$ cat src/rtl/pipe_pkg.sv
// pipe_pkg: shared encodings for the pipeline hazard controller.
//   FWD_*       : E-stage operand source select codes
//   mem_state_e : dmem handshake FSM state encoding
package pipe_pkg;

  localparam logic [1:0] FWD_RF = 2'b00;  // register file
  localparam logic [1:0] FWD_W  = 2'b01;  // W-stage result
  localparam logic [1:0] FWD_M  = 2'b10;  // M-stage ALU result

  typedef enum logic {
    IDLE = 1'b0,
    WAIT = 1'b1
  } mem_state_e;

endpackage

$ cat src/rtl/perf_counter.sv
// perf_counter: saturating event counter.
//   clk   : clock
//   rst   : synchronous active-high reset, clears the count
//   inc_i : count one event this cycle
//   cnt_o : current count, sticks at all-ones
module perf_counter #(
  parameter int CNT_W = 32
) (
  input  logic             clk,
  input  logic             rst,
  input  logic             inc_i,
  output logic [CNT_W-1:0] cnt_o
);

  logic [CNT_W-1:0] cnt_q, cnt_d;

  always_comb begin
    cnt_d = cnt_q;
    if (inc_i && (cnt_q != '1)) cnt_d = cnt_q + 1'b1;
  end

  always_ff @(posedge clk) begin
    if (rst) cnt_q <= '0;
    else     cnt_q <= cnt_d;
  end

  assign cnt_o = cnt_q;

endmodule

$ cat src/rtl/pipe_ctrl.sv
// pipe_ctrl: hazard / stall / flush controller for a 5-stage pipeline.
//   clk, rst               : clock, synchronous active-high reset
//   i_rs*_d, i_rs*_e       : source registers of the D and E instructions
//   i_rd_*, i_regwrite_*   : destination register / write enable per stage
//   i_load_e, i_br_taken   : E is a load / E resolved a taken branch
//   i_imem_valid           : fetch delivered an instruction
//   i_dmem_req/ready       : M-stage data memory handshake
//   o_fwd_a/b              : E operand source select
//   o_stall_*, o_flush_*   : hold a stage register / load a bubble
//   o_mem_busy             : dmem FSM is waiting
//   o_stall_cnt/flush_cnt  : fetch-stall cycles / branch-flush cycles
module pipe_ctrl
  import pipe_pkg::*;
#(
  parameter int REG_AW = 5,
  parameter int FWD_EN = 1,
  parameter int CNT_W  = 32
) (
  input  logic              clk,
  input  logic              rst,
  input  logic [REG_AW-1:0] i_rs1_d,
  input  logic [REG_AW-1:0] i_rs2_d,
  input  logic [REG_AW-1:0] i_rs1_e,
  input  logic [REG_AW-1:0] i_rs2_e,
  input  logic [REG_AW-1:0] i_rd_e,
  input  logic [REG_AW-1:0] i_rd_m,
  input  logic [REG_AW-1:0] i_rd_w,
  input  logic              i_regwrite_e,
  input  logic              i_regwrite_m,
  input  logic              i_regwrite_w,
  input  logic              i_load_e,
  input  logic              i_br_taken,
  input  logic              i_imem_valid,
  input  logic              i_dmem_req,
  input  logic              i_dmem_ready,
  output logic [1:0]        o_fwd_a,
  output logic [1:0]        o_fwd_b,
  output logic              o_stall_f,
  output logic              o_stall_d,
  output logic              o_stall_e,
  output logic              o_stall_m,
  output logic              o_flush_d,
  output logic              o_flush_e,
  output logic              o_flush_w,
  output logic              o_mem_busy,
  output logic [CNT_W-1:0]  o_stall_cnt,
  output logic [CNT_W-1:0]  o_flush_cnt
);

  // Writer in a stage hits a D-stage source; x0 never hits.
  function automatic logic rd_hit(input logic [REG_AW-1:0] rd, input logic we,
                                  input logic [REG_AW-1:0] rs1, input logic [REG_AW-1:0] rs2);
    return we && (rd != '0) && ((rd == rs1) || (rd == rs2));
  endfunction

  // M is the younger producer, so it is checked first.
  function automatic logic [1:0] fwd_sel(input logic [REG_AW-1:0] rs,
                                         input logic [REG_AW-1:0] rd_m, input logic we_m,
                                         input logic [REG_AW-1:0] rd_w, input logic we_w);
    logic [1:0] sel;
    sel = FWD_RF;
    if (FWD_EN != 0) begin
      if (we_m && (rd_m != '0) && (rd_m == rs))      sel = FWD_M;
      else if (we_w && (rd_w != '0) && (rd_w == rs)) sel = FWD_W;
    end
    return sel;
  endfunction

  mem_state_e state_q, state_d;
  logic       br_pend_q, br_pend_d;
  logic       mem_stall, ld_use, raw_stall, hazard, br, br_flush;

  // ---- dmem handshake FSM ----
  always_comb begin
    state_d   = state_q;
    mem_stall = 1'b0;
    case (state_q)
      IDLE: if (i_dmem_req && !i_dmem_ready) begin
              state_d   = WAIT;
              mem_stall = 1'b1;
            end
      WAIT: if (i_dmem_ready) state_d = IDLE;
            else              mem_stall = 1'b1;
    endcase
  end

  // A branch resolved while memory stalls the pipe is remembered so its
  // flush lands on the release cycle even if E's redirect is not re-presented.
  assign br        = i_br_taken | br_pend_q;
  assign br_pend_d = mem_stall & br;

  always_ff @(posedge clk) begin
    if (rst) begin
      state_q   <= IDLE;
      br_pend_q <= 1'b0;
    end else begin
      state_q   <= state_d;
      br_pend_q <= br_pend_d;
    end
  end

  // ---- data hazards ----
  assign ld_use    = rd_hit(i_rd_e, i_load_e, i_rs1_d, i_rs2_d);
  assign raw_stall = (FWD_EN == 0) &&
                     (rd_hit(i_rd_e, i_regwrite_e, i_rs1_d, i_rs2_d) ||
                      rd_hit(i_rd_m, i_regwrite_m, i_rs1_d, i_rs2_d) ||
                      rd_hit(i_rd_w, i_regwrite_w, i_rs1_d, i_rs2_d));
  assign hazard    = ld_use | raw_stall;

  // Priority: reset > mem stall > branch redirect > data hazard > fetch miss.
  assign o_stall_f = !rst && (mem_stall || (!br && (hazard || !i_imem_valid)));
  assign o_stall_d = !rst && (mem_stall || (!br && hazard));
  assign o_stall_e = !rst && mem_stall;
  assign o_stall_m = !rst && mem_stall;
  assign o_flush_w = rst || mem_stall;
  assign o_flush_e = rst || (!mem_stall && (br || hazard));
  // A held D (hazard) must not also be flushed by a fetch miss.
  assign o_flush_d = rst || (!mem_stall && (br || (!hazard && !i_imem_valid)));
  assign br_flush  = !rst && !mem_stall && br;

  assign o_fwd_a = rst ? FWD_RF : fwd_sel(i_rs1_e, i_rd_m, i_regwrite_m, i_rd_w, i_regwrite_w);
  assign o_fwd_b = rst ? FWD_RF : fwd_sel(i_rs2_e, i_rd_m, i_regwrite_m, i_rd_w, i_regwrite_w);

  assign o_mem_busy = (state_q == WAIT);

  perf_counter #(.CNT_W(CNT_W)) u_stall_cnt (
    .clk(clk), .rst(rst), .inc_i(o_stall_f), .cnt_o(o_stall_cnt)
  );

  perf_counter #(.CNT_W(CNT_W)) u_flush_cnt (
    .clk(clk), .rst(rst), .inc_i(br_flush), .cnt_o(o_flush_cnt)
  );

endmodule

$ cat config.mk
export PLATFORM = sky130hd
export DESIGN_NAME = pipe_ctrl
export DESIGN_NICKNAME = d
export VERILOG_FILES = /design/src/rtl/pipe_pkg.sv /design/src/rtl/perf_counter.sv /design/src/rtl/pipe_ctrl.sv
export SDC_FILE = /design/constraint.sdc
export NUM_CORES = 1
export LEC_CHECK = 0
export BUFFER_PORTS_ARGS = -buffer_cell sky130_fd_sc_hd__buf_2
export CAP_MARGIN = 0
export CELL_PAD_IN_SITES_DETAIL_PLACEMENT = 1
export CELL_PAD_IN_SITES_GLOBAL_PLACEMENT = 2
export CORE_MARGIN = 2
export CORE_UTILIZATION = 29
export DETAILED_ROUTE_END_ITERATION = 10
export GPL_TIMING_DRIVEN = 1
export PLACE_DENSITY = 0.79
export RECOVER_POWER = 100
export SETUP_SLACK_MARGIN = 0.1
export SLEW_MARGIN = 25
export SYNTH_ARGS = -nofsm -noshare
export SYNTH_HDL_FRONTEND = slang
export SYNTH_HIERARCHICAL = 1
export SYNTH_SLANG_ARGS = --single-unit
$ cat constraint.sdc
create_clock -name clk -period 3.16 [get_ports clk]
set_input_delay 0.316 -clock clk [delete_from_list [all_inputs] [get_ports clk]]
set_output_delay 0.316 -clock clk [all_outputs]
set_load 0.005 [all_outputs]
; ---- Word level (Yosys, flattened, before mapping)
; Index checks and enable logic that the tools add are counted.
[totals]
ff_bits = 66
output_inout_bits = 76
word_cells = 65
[op_classes]
addsub = 2
n_eq_ne = 8
n_mux = 9
bitwise = 3
n_reduce_logical = 39
[ops]
columns = cell, n
row1 = 32-bit by 1-bit adder with 32-bit output (second input constant), 2
row2 = 32-bit != test (second input constant), 2
row3 = 5-bit == test, 6
row4 = 1-bit logical AND, 21
row5 = 5-bit nonzero test, 3
row6 = 1-bit logical OR, 9
row7 = 2-bit two-way mux, 4
row8 = 1-bit zero test, 6
row9 = 1-bit two-way mux, 4
row10 = 1-bit one-hot mux with 2 select lines, 1
row11 = 1-bit AND, 1
row12 = 1-bit inverter, 1
row13 = 1-bit bitwise OR, 1

; ---- Depth between registers and ports, before layout
; Gate-level depths: netlist of run 1.
[depth]
depth_word = 8
depth_mapped = 10
ltp_nobuf = 10

; ---- Hierarchy
; The synthesis of run 1 kept the hierarchy.
[by_module_without_submodules]
columns = module, n_inst, cells_each, area_per_inst_um2
row1 = perf_counter, 2, 199, 1674.1
row2 = pipe_ctrl, 1, 75, 554.3

; ---- Least setup slack after synthesis of run 1
; OpenSTA, ideal clock, no wires.
[synth_path]
kind = input to register
startpoint = in i_rd_e[3]
endpoint = reg u_stall_cnt.cnt_q[31], in the netlist u_stall_cnt/cnt_o[31]
setup_ns = 0.121
arrival_ns = 2.816
required_ns = 3.039
slack_ns = 0.223
cell_stages = 9
path_buffers = 0
path_cell_list = xor2_1 nor3_1 a22oi_1 o21ai_0 nand4_1 nor4_2 nand4_1 nor4_1 mux2_2
[synth_between]
elab_chain_cells = 8
[synth_rtl]
columns = element, line_no
row1 = "start, declared", pipe_ctrl.sv:25  ; input logic [REG_AW-1:0] i_rd_e,
row2 = 5-bit == test / 5-bit nonzero test (equally long branches), pipe_ctrl.sv:53  ; return we && (rd != '0) && ((rd == rs1) || (rd == rs2));
row3 = 1-bit logical OR / 1-bit logical AND (equally long branches), pipe_ctrl.sv:53
row4 = 1-bit logical AND (*), pipe_ctrl.sv:53
row5 = 1-bit logical OR (*), pipe_ctrl.sv:111  ; assign o_stall_f = !rst && (mem_stall || (!br && (hazard || !i_imem_valid)));
row6 = 1-bit logical AND (*), pipe_ctrl.sv:111
row7 = 1-bit logical OR (*), pipe_ctrl.sv:111
row8 = 1-bit logical AND (*), pipe_ctrl.sv:111
row9 = net o_stall_f, pipe_ctrl.sv:38  ; output logic o_stall_f,
row10 = 1-bit logical AND (*), perf_counter.sv:19  ; if (inc_i && (cnt_q != '1)) cnt_d = cnt_q + 1'b1;
row11 = "end signal, assigned", perf_counter.sv:24  ; else cnt_q <= cnt_d;
row12 = "end, declared", perf_counter.sv:15  ; logic [CNT_W-1:0] cnt_q, cnt_d;
; The timed path passes the listed nets; every way through them passes the cells marked *.
; A chain may end at the register's enable or synchronous reset.

; ---- Worst setup path after layout of run 1
[layout_path]
startpoint = reg state_q, in the netlist o_mem_busy
endpoint = reg u_stall_cnt.cnt_q[29], in the netlist u_stall_cnt/cnt_o[29]
[layout_between]
elab_chain_cells = 5
[layout_rtl]
columns = element, line_no
row1 = "start, declared", pipe_ctrl.sv:69  ; mem_state_e state_q, state_d;
row2 = "start signal, assigned", pipe_ctrl.sv:97  ; state_q <= state_d;
row3 = 1-bit inverter, -
row4 = 1-bit one-hot mux with 2 select lines (*), pipe_ctrl.sv:77  ; case (state_q)
row5 = 1-bit logical OR (*), pipe_ctrl.sv:111
row6 = 1-bit logical AND (*), pipe_ctrl.sv:111
row7 = 1-bit logical AND (*), perf_counter.sv:19
; Every way passes the cells marked *; elsewhere a longest branch is shown, timed or not.

==> flow_summary.yaml, run 1 <==
route:
  vias_per_cell: 5.40
  drtAntennaViolNets: 0
  drt-total-wl_mm: 12.3
  via_count: 4191
  drc: 0
  dr.first_iter.drc_count: 169
  wire_per_inst_um: 15.9
  dr.pass1.iters: 4
synthesis:
  yosysWarnings: 6
  syn_avg_cell_area_um2: 8.25
  synth_fp_nets: 520
  synth_fa_ha_area_frac: 0.00641
  synthMuxAreaShare: 0.0167
  ys_seq_elements: 66
  synth_area_um2: 3900
  syn_inst: 473
  synthDistinctLibCells: 46
  yosys.area_share.simple: 0.328
  synth_compound_area_frac: 0.180
  yosysSeqAreaShare: 0.339
  synth_top_family_by_area: "simple AND/OR/NAND/NOR gates"
  synth_xor_area_frac: 0.0987
power:
  irDropWorstVdd_mv: 0.274
  power.density_nw_per_um2: 402
  leakage_nw: 1.73
cts:
  ctsRootBufferMaster: "clkbuf_16"
  worstSkewPairLatency_ns: 0.33
  holdBufCountCts: 0
  post-cts-setup-buffers: 0
  htree_num_levels: 3
  clockBufferDepth: 2
  cts_made_buffers: 9
  cts_tree: "done"
  clock-sinks: 66
  post_cts_resized: 0
  clk_pin_slew_ns: 0.06
worst_hold_path:
  hold_end: "br_pend_q$_SDFF_PP0_"
  worstHoldPathCells: 3
  hp-start: "i_br_taken"
  hp-class: "input pin to flip-flop"
worst_setup_path:
  worstSetupStartpoint: "o_mem_busy$_SDFF_PP0_"
  criticalPathCategory: "flip-flop to flip-flop"
  cp_max_fo: 5
  cp.required_ns: 3.42
  timing.rr.end: "u_stall_cnt/cnt_o[29]$_SDFFE_PP0P_"
  endpoint_kind: "flip-flop"
  arrival_ns: 3.04
  r2r_cells: 11
  cp-start-kind: "flip-flop"
  reg2reg_slack_ns: 0.39
  rr_startpoint: "o_mem_busy$_SDFF_PP0_"
timing:
  fin_ws_ns: 0.387
  rsz0062_at_grt: "false"
  fmax_mhz: 361
  report.final.setup_viol: 0
  hold_viol_final: 0
  tns_ns: 0
  fin_skew_ns: 0.00787
  slew-limit-headroom: 0.412
  tightest_slew_ns: 0.873
  final.min_clock_period_ns: 2.77
  drv_slew: 0
  period_share: 0.878
placed_design:
  gp_congestion: 0.826
  hpwl_mm: 9.26
  io_buffers: 119
  place_worst_setup_slack_ns: 0.280
global_routing:
  grtUsageTotal: 0.172
  grt_pass1_wl_mm: 20.2
  grt_pass1_vias: 4162
  antenna_found_initial: 0
  grt_max_degree: 39
  grt-ovfl-total: 0
die:
  pin_count: 121
  start_util: 0.296
  core_area_um2: 13200
  die_x_um: 120
  rows: 42
  die-height_um: 120
  die_area_um2: 14400
cells_and_area:
  utilization: 0.373
  final_cell_mix: "buf_2, dfxtp_1, a21oi_1, clkbuf_1, nor2_1"
  syn_to_final_growth_pct: 26.1
  insertedDiodeCount: 0
  drive_gt1_frac: 0.210
  final_common_cell: "buf_2"
  nets: 643
run:
  drv_cap: 0
outcome:
  status: "finished, final reports clean"
metal layers:
layer / vias to the layer above / track usage / wire (um)
met5: - / 0 / 0
met4: 0 / 0.0662 / 184
met1: 2046 / 0.220 / 5650
met2: 91 / 0.286 / 5940
li1: 2041 / - / -
met3: 13 / 0.0333 / 566
layout make-up:
class,count,area (um2)
clock inverter,3,40.0
multi-input combinational,377,2400
timing repair buffer,135,662
sequential,66,1320
clock buffer,12,246
fill,1645,8270
tap,176,220
inverter,7,26.3
cells in the mapped netlist (all sizes together):
cell | number | area (um2)
nand2 | 24 | 90.1
nor4 | 14 | 113
mux2 | 4 | 45.0
o22ai | 1 | 6.26
o31ai | 24 | 180
a21oi | 46 | 230
nor3 | 9 | 45.0
a31o | 2 | 17.5
a211oi | 2 | 15.0
xnor2 | 22 | 193
nor3b | 4 | 30.0
a2111oi | 4 | 35.0
o41ai | 2 | 55.1
o21bai | 1 | 7.51
o21a | 2 | 15.0
inv | 7 | 26.3
or3 | 22 | 148
ha | 2 | 25.0
nand3 | 30 | 160
nor2b | 5 | 31.3
xor2 | 22 | 193
and4 | 8 | 70.1
nand2b | 3 | 18.8
and3 | 8 | 60.1
a22oi | 1 | 7.51
or2 | 3 | 18.8
a21o | 2 | 15.0
nand4 | 20 | 125
a31oi | 2 | 12.5
or4 | 29 | 218
dfxtp | 66 | 1320
mux2i | 2 | 20.0
buf | 7 | 37.5
and2 | 2 | 12.5
clkbuf | 16 | 60.1
o21ai | 20 | 104
or3b | 2 | 17.5
nor2 | 33 | 124
worst max-delay path by stage:
stage,to,slack [ns]
floorplan,u_stall_cnt/cnt_o[31]$_SDFFE_PP0P_,0.22
global placement,u_stall_cnt/cnt_o[31]$_SDFFE_PP0P_,0.39
detailed placement,u_stall_cnt/cnt_o[29]$_SDFFE_PP0P_,0.28
CTS,u_stall_cnt/cnt_o[29]$_SDFFE_PP0P_,0.47
global route,u_stall_cnt/cnt_o[21]$_SDFFE_PP0P_,0.14
finish,u_stall_cnt/cnt_o[29]$_SDFFE_PP0P_,0.39
state kept, by name, indices dropped and copies added, names as in the netlist:
register	count
u_flush_cnt/cnt_o	32
u_stall_cnt/cnt_o	32
br_pend_q	1
o_mem_busy	1
metrics by stage:
| step | power, mW | hold WS [ns] | area (um2) | instances |
|---|---|---|---|---|
| floorplan | 0.938 | 0.442 | 3900 | 473 |
| global placement | 1.01 | 0.466 | 4750 | 761 |
| detailed placement | 1.01 | 0.482 | 4750 | 761 |
| CTS | 2.02 | 0.214 | 5040 | 776 |
| global route | 2.06 | 0.229 | 4920 | 776 |
| finish | 1.98 | 0.221 | 4920 | 776 |
cell families after synthesis:
logic type	after synthesis
DFF	66
and+or+nand+nor	216
buffers and inverters	30
AOI/OAI and AO/OA	109
muxes	6
xor gates and xnor gates	44
adders and majority gates	2
worst max-delay path, stage by stage, from the launching register on:
cell,delay [ns]
dfxtp_1,0.34
o21bai_1,0.08
or2_2,0.33
inv_1,0.16
a21oi_1,0.06
o21ai_0,0.13
nand4_1,0.26
nor4_1,0.44
buf_4,0.22
nand4_1,0.11
or4_1,0.42
a21oi_1,0.16
power breakdown:
| part | total (mW) | switching (mW) | internal, mW |
|---|---|---|---|
| Combinational | 0.144 | 0.0801 | 0.0637 |
| Sequential | 0.843 | 0.00587 | 0.838 |
| Clock | 0.991 | 0.366 | 0.626 |
No activity file was read; power rests on OpenSTA's default activity.
==> inputs of run 2 (changes only) <==
Settings changed: CELL_PAD_IN_SITES_DETAIL_PLACEMENT 1 to 2.
==> flow_summary.yaml, run 2 (synthesis gave the netlist of run 1 again) <==
outcome:
  status: "finished, final reports clean"
cts:
  post-cts-setup-buffers: 0
  holdBufCountCts: 0
  ctsRootBufferMaster: "clkbuf_16"
  clock-sinks: 66
  cts_made_buffers: 9
  clk_pin_slew_ns: 0.05
  worstSkewPairLatency_ns: 0.34
  post_cts_resized: 0
  clockBufferDepth: 2
  htree_num_levels: 3
  cts_tree: "done"
cells_and_area:
  nets: 643
  final_cell_mix: "buf_2, dfxtp_1, clkbuf_1, a21oi_1, nor2_1"
  syn_to_final_growth_pct: 26.2
  final_common_cell: "buf_2"
  utilization: 0.373
  final.fill_count: 1592
  register_area_um2: 1320
  final_area_um2: 4920
  insertedDiodeCount: 0
  multi_input_area_um2: 2410
  stdcell_count: 777
  drive_gt1_frac: 0.193
route:
  via_count: 4277
  dr.first_iter.drc_count: 107
  dr.pass1.iters: 5
  drtAntennaViolNets: 0
  drt-total-wl_mm: 13.8
  drc: 0
  vias_per_cell: 5.50
  wire_per_inst_um: 17.8
worst_setup_path:
  cp_max_fo: 14
  cp.required_ns: 3.38
  crit_path_frequent_cell: "nor4_1"
  criticalPathCategory: "flip-flop to flip-flop"
  worstSetupStartpoint: "u_flush_cnt/cnt_o[21]$_SDFFE_PP0P_"
  worstPathCellList: "and3_1, or3b_1, nor4_1, clkbuf_1, nor4_1, mux2_1"
  r2r_cells: 6
  timing.rr.end: "u_flush_cnt/cnt_o[31]$_SDFFE_PP0P_"
  cpPeakStageDelay_ns: 0.51
  rr_startpoint: "u_flush_cnt/cnt_o[21]$_SDFFE_PP0P_"
  endpoint_kind: "flip-flop"
  endpoint: "u_flush_cnt/cnt_o[31]$_SDFFE_PP0P_"
  cp-start-kind: "flip-flop"
  arrival_ns: 2.98
  reg2reg_slack_ns: 0.40
  crit_slowest_cell: "clkbuf_1"
power:
  leakage_nw: 1.69
  irDropWorstVdd_mv: 0.270
  power.density_nw_per_um2: 409
  total_power_mw: 2.01
global_routing:
  grt_max_degree: 39
  grt_pass1_wl_mm: 22.6
  grtUsageTotal: 0.195
  antenna_found_initial: 0
  grt-ovfl-total: 0
  grt_pass1_vias: 4621
timing:
  fin_ws_ns: 0.401
  hold_viol_final: 0
  tns_ns: 0
  fin_skew_ns: 0.00760
  holdWs_ns: 0.219
  drv_slew: 0
  rsz0062_at_grt: "false"
  period_share: 0.873
  report.final.setup_viol: 0
  tightest_slew_ns: 0.958
  final.min_clock_period_ns: 2.76
  fmax_mhz: 363
  slew-limit-headroom: 0.356
placed_design:
  hpwl_mm: 10.4
  placed_area_um2: 4750
  gp_congestion: 0.826
  placedCellCount: 761
  place_worst_setup_slack_ns: 0.311
  io_buffers: 119
die:
  die-height_um: 120
  die_x_um: 120
  start_util: 0.296
  die_area_um2: 14400
  core_area_um2: 13200
  pin_count: 121
  rows: 42
worst_hold_path:
  hp-class: "input pin to flip-flop"
  worstHoldPathCells: 3
run:
  drv_cap: 0
run 2: area by class of cell:
type                            instances  share of cell area
Clock buffer                           14              0.0536
Tap cell                              176              0.0447
Timing Repair Buffer                  135               0.132
Inverter                                7             0.00534
Multi-Input combinational cell        377               0.489
Clock inverter                          2             0.00711
Sequential cell                        66               0.268
run 2: how the worst min path moves through the flow:
stage,startpoint,end,slack [ns]
after global placement,br_pend_q$_SDFF_PP0_,br_pend_q$_SDFF_PP0_,0.47
after floorplan,i_br_taken,br_pend_q$_SDFF_PP0_,0.44
after CTS,i_br_taken,br_pend_q$_SDFF_PP0_,0.21
after global routing,i_br_taken,br_pend_q$_SDFF_PP0_,0.22
final,i_br_taken,br_pend_q$_SDFF_PP0_,0.22
after detailed placement,br_pend_q$_SDFF_PP0_,br_pend_q$_SDFF_PP0_,0.49
run 2: where the power goes:
| part | switching (mW) | internal (mW) | leakage [nW] |
|---|---|---|---|
| clock | 0.366 | 0.653 | 0.147 |
| sequential | 0.00629 | 0.838 | 0.532 |
| combinational | 0.0843 | 0.0641 | 1.01 |
| total | 0.457 | 1.55 | 1.69 |
run 2: metal layers:
metal | part of all wire | vias to the layer above | wire, um | global-route usage
met5 | 0 | - | 0 | 0
met4 | 0.017 | 0 | 233 | 0.0787
met3 | 0.042 | 15 | 578 | 0.0390
met2 | 0.52 | 101 | 7120 | 0.350
met1 | 0.43 | 2124 | 5880 | 0.225
li1 | - | 2037 | - | -
run 2: critical path, delay by kind of cell (launching register included):
| kind | cells | cell delay (ns) |
|---|---|---|
| buf+inv | 1 | 0.51 |
| flops | 1 | 0.42 |
| mux | 1 | 0.34 |
| simple gates | 4 | 1.36 |
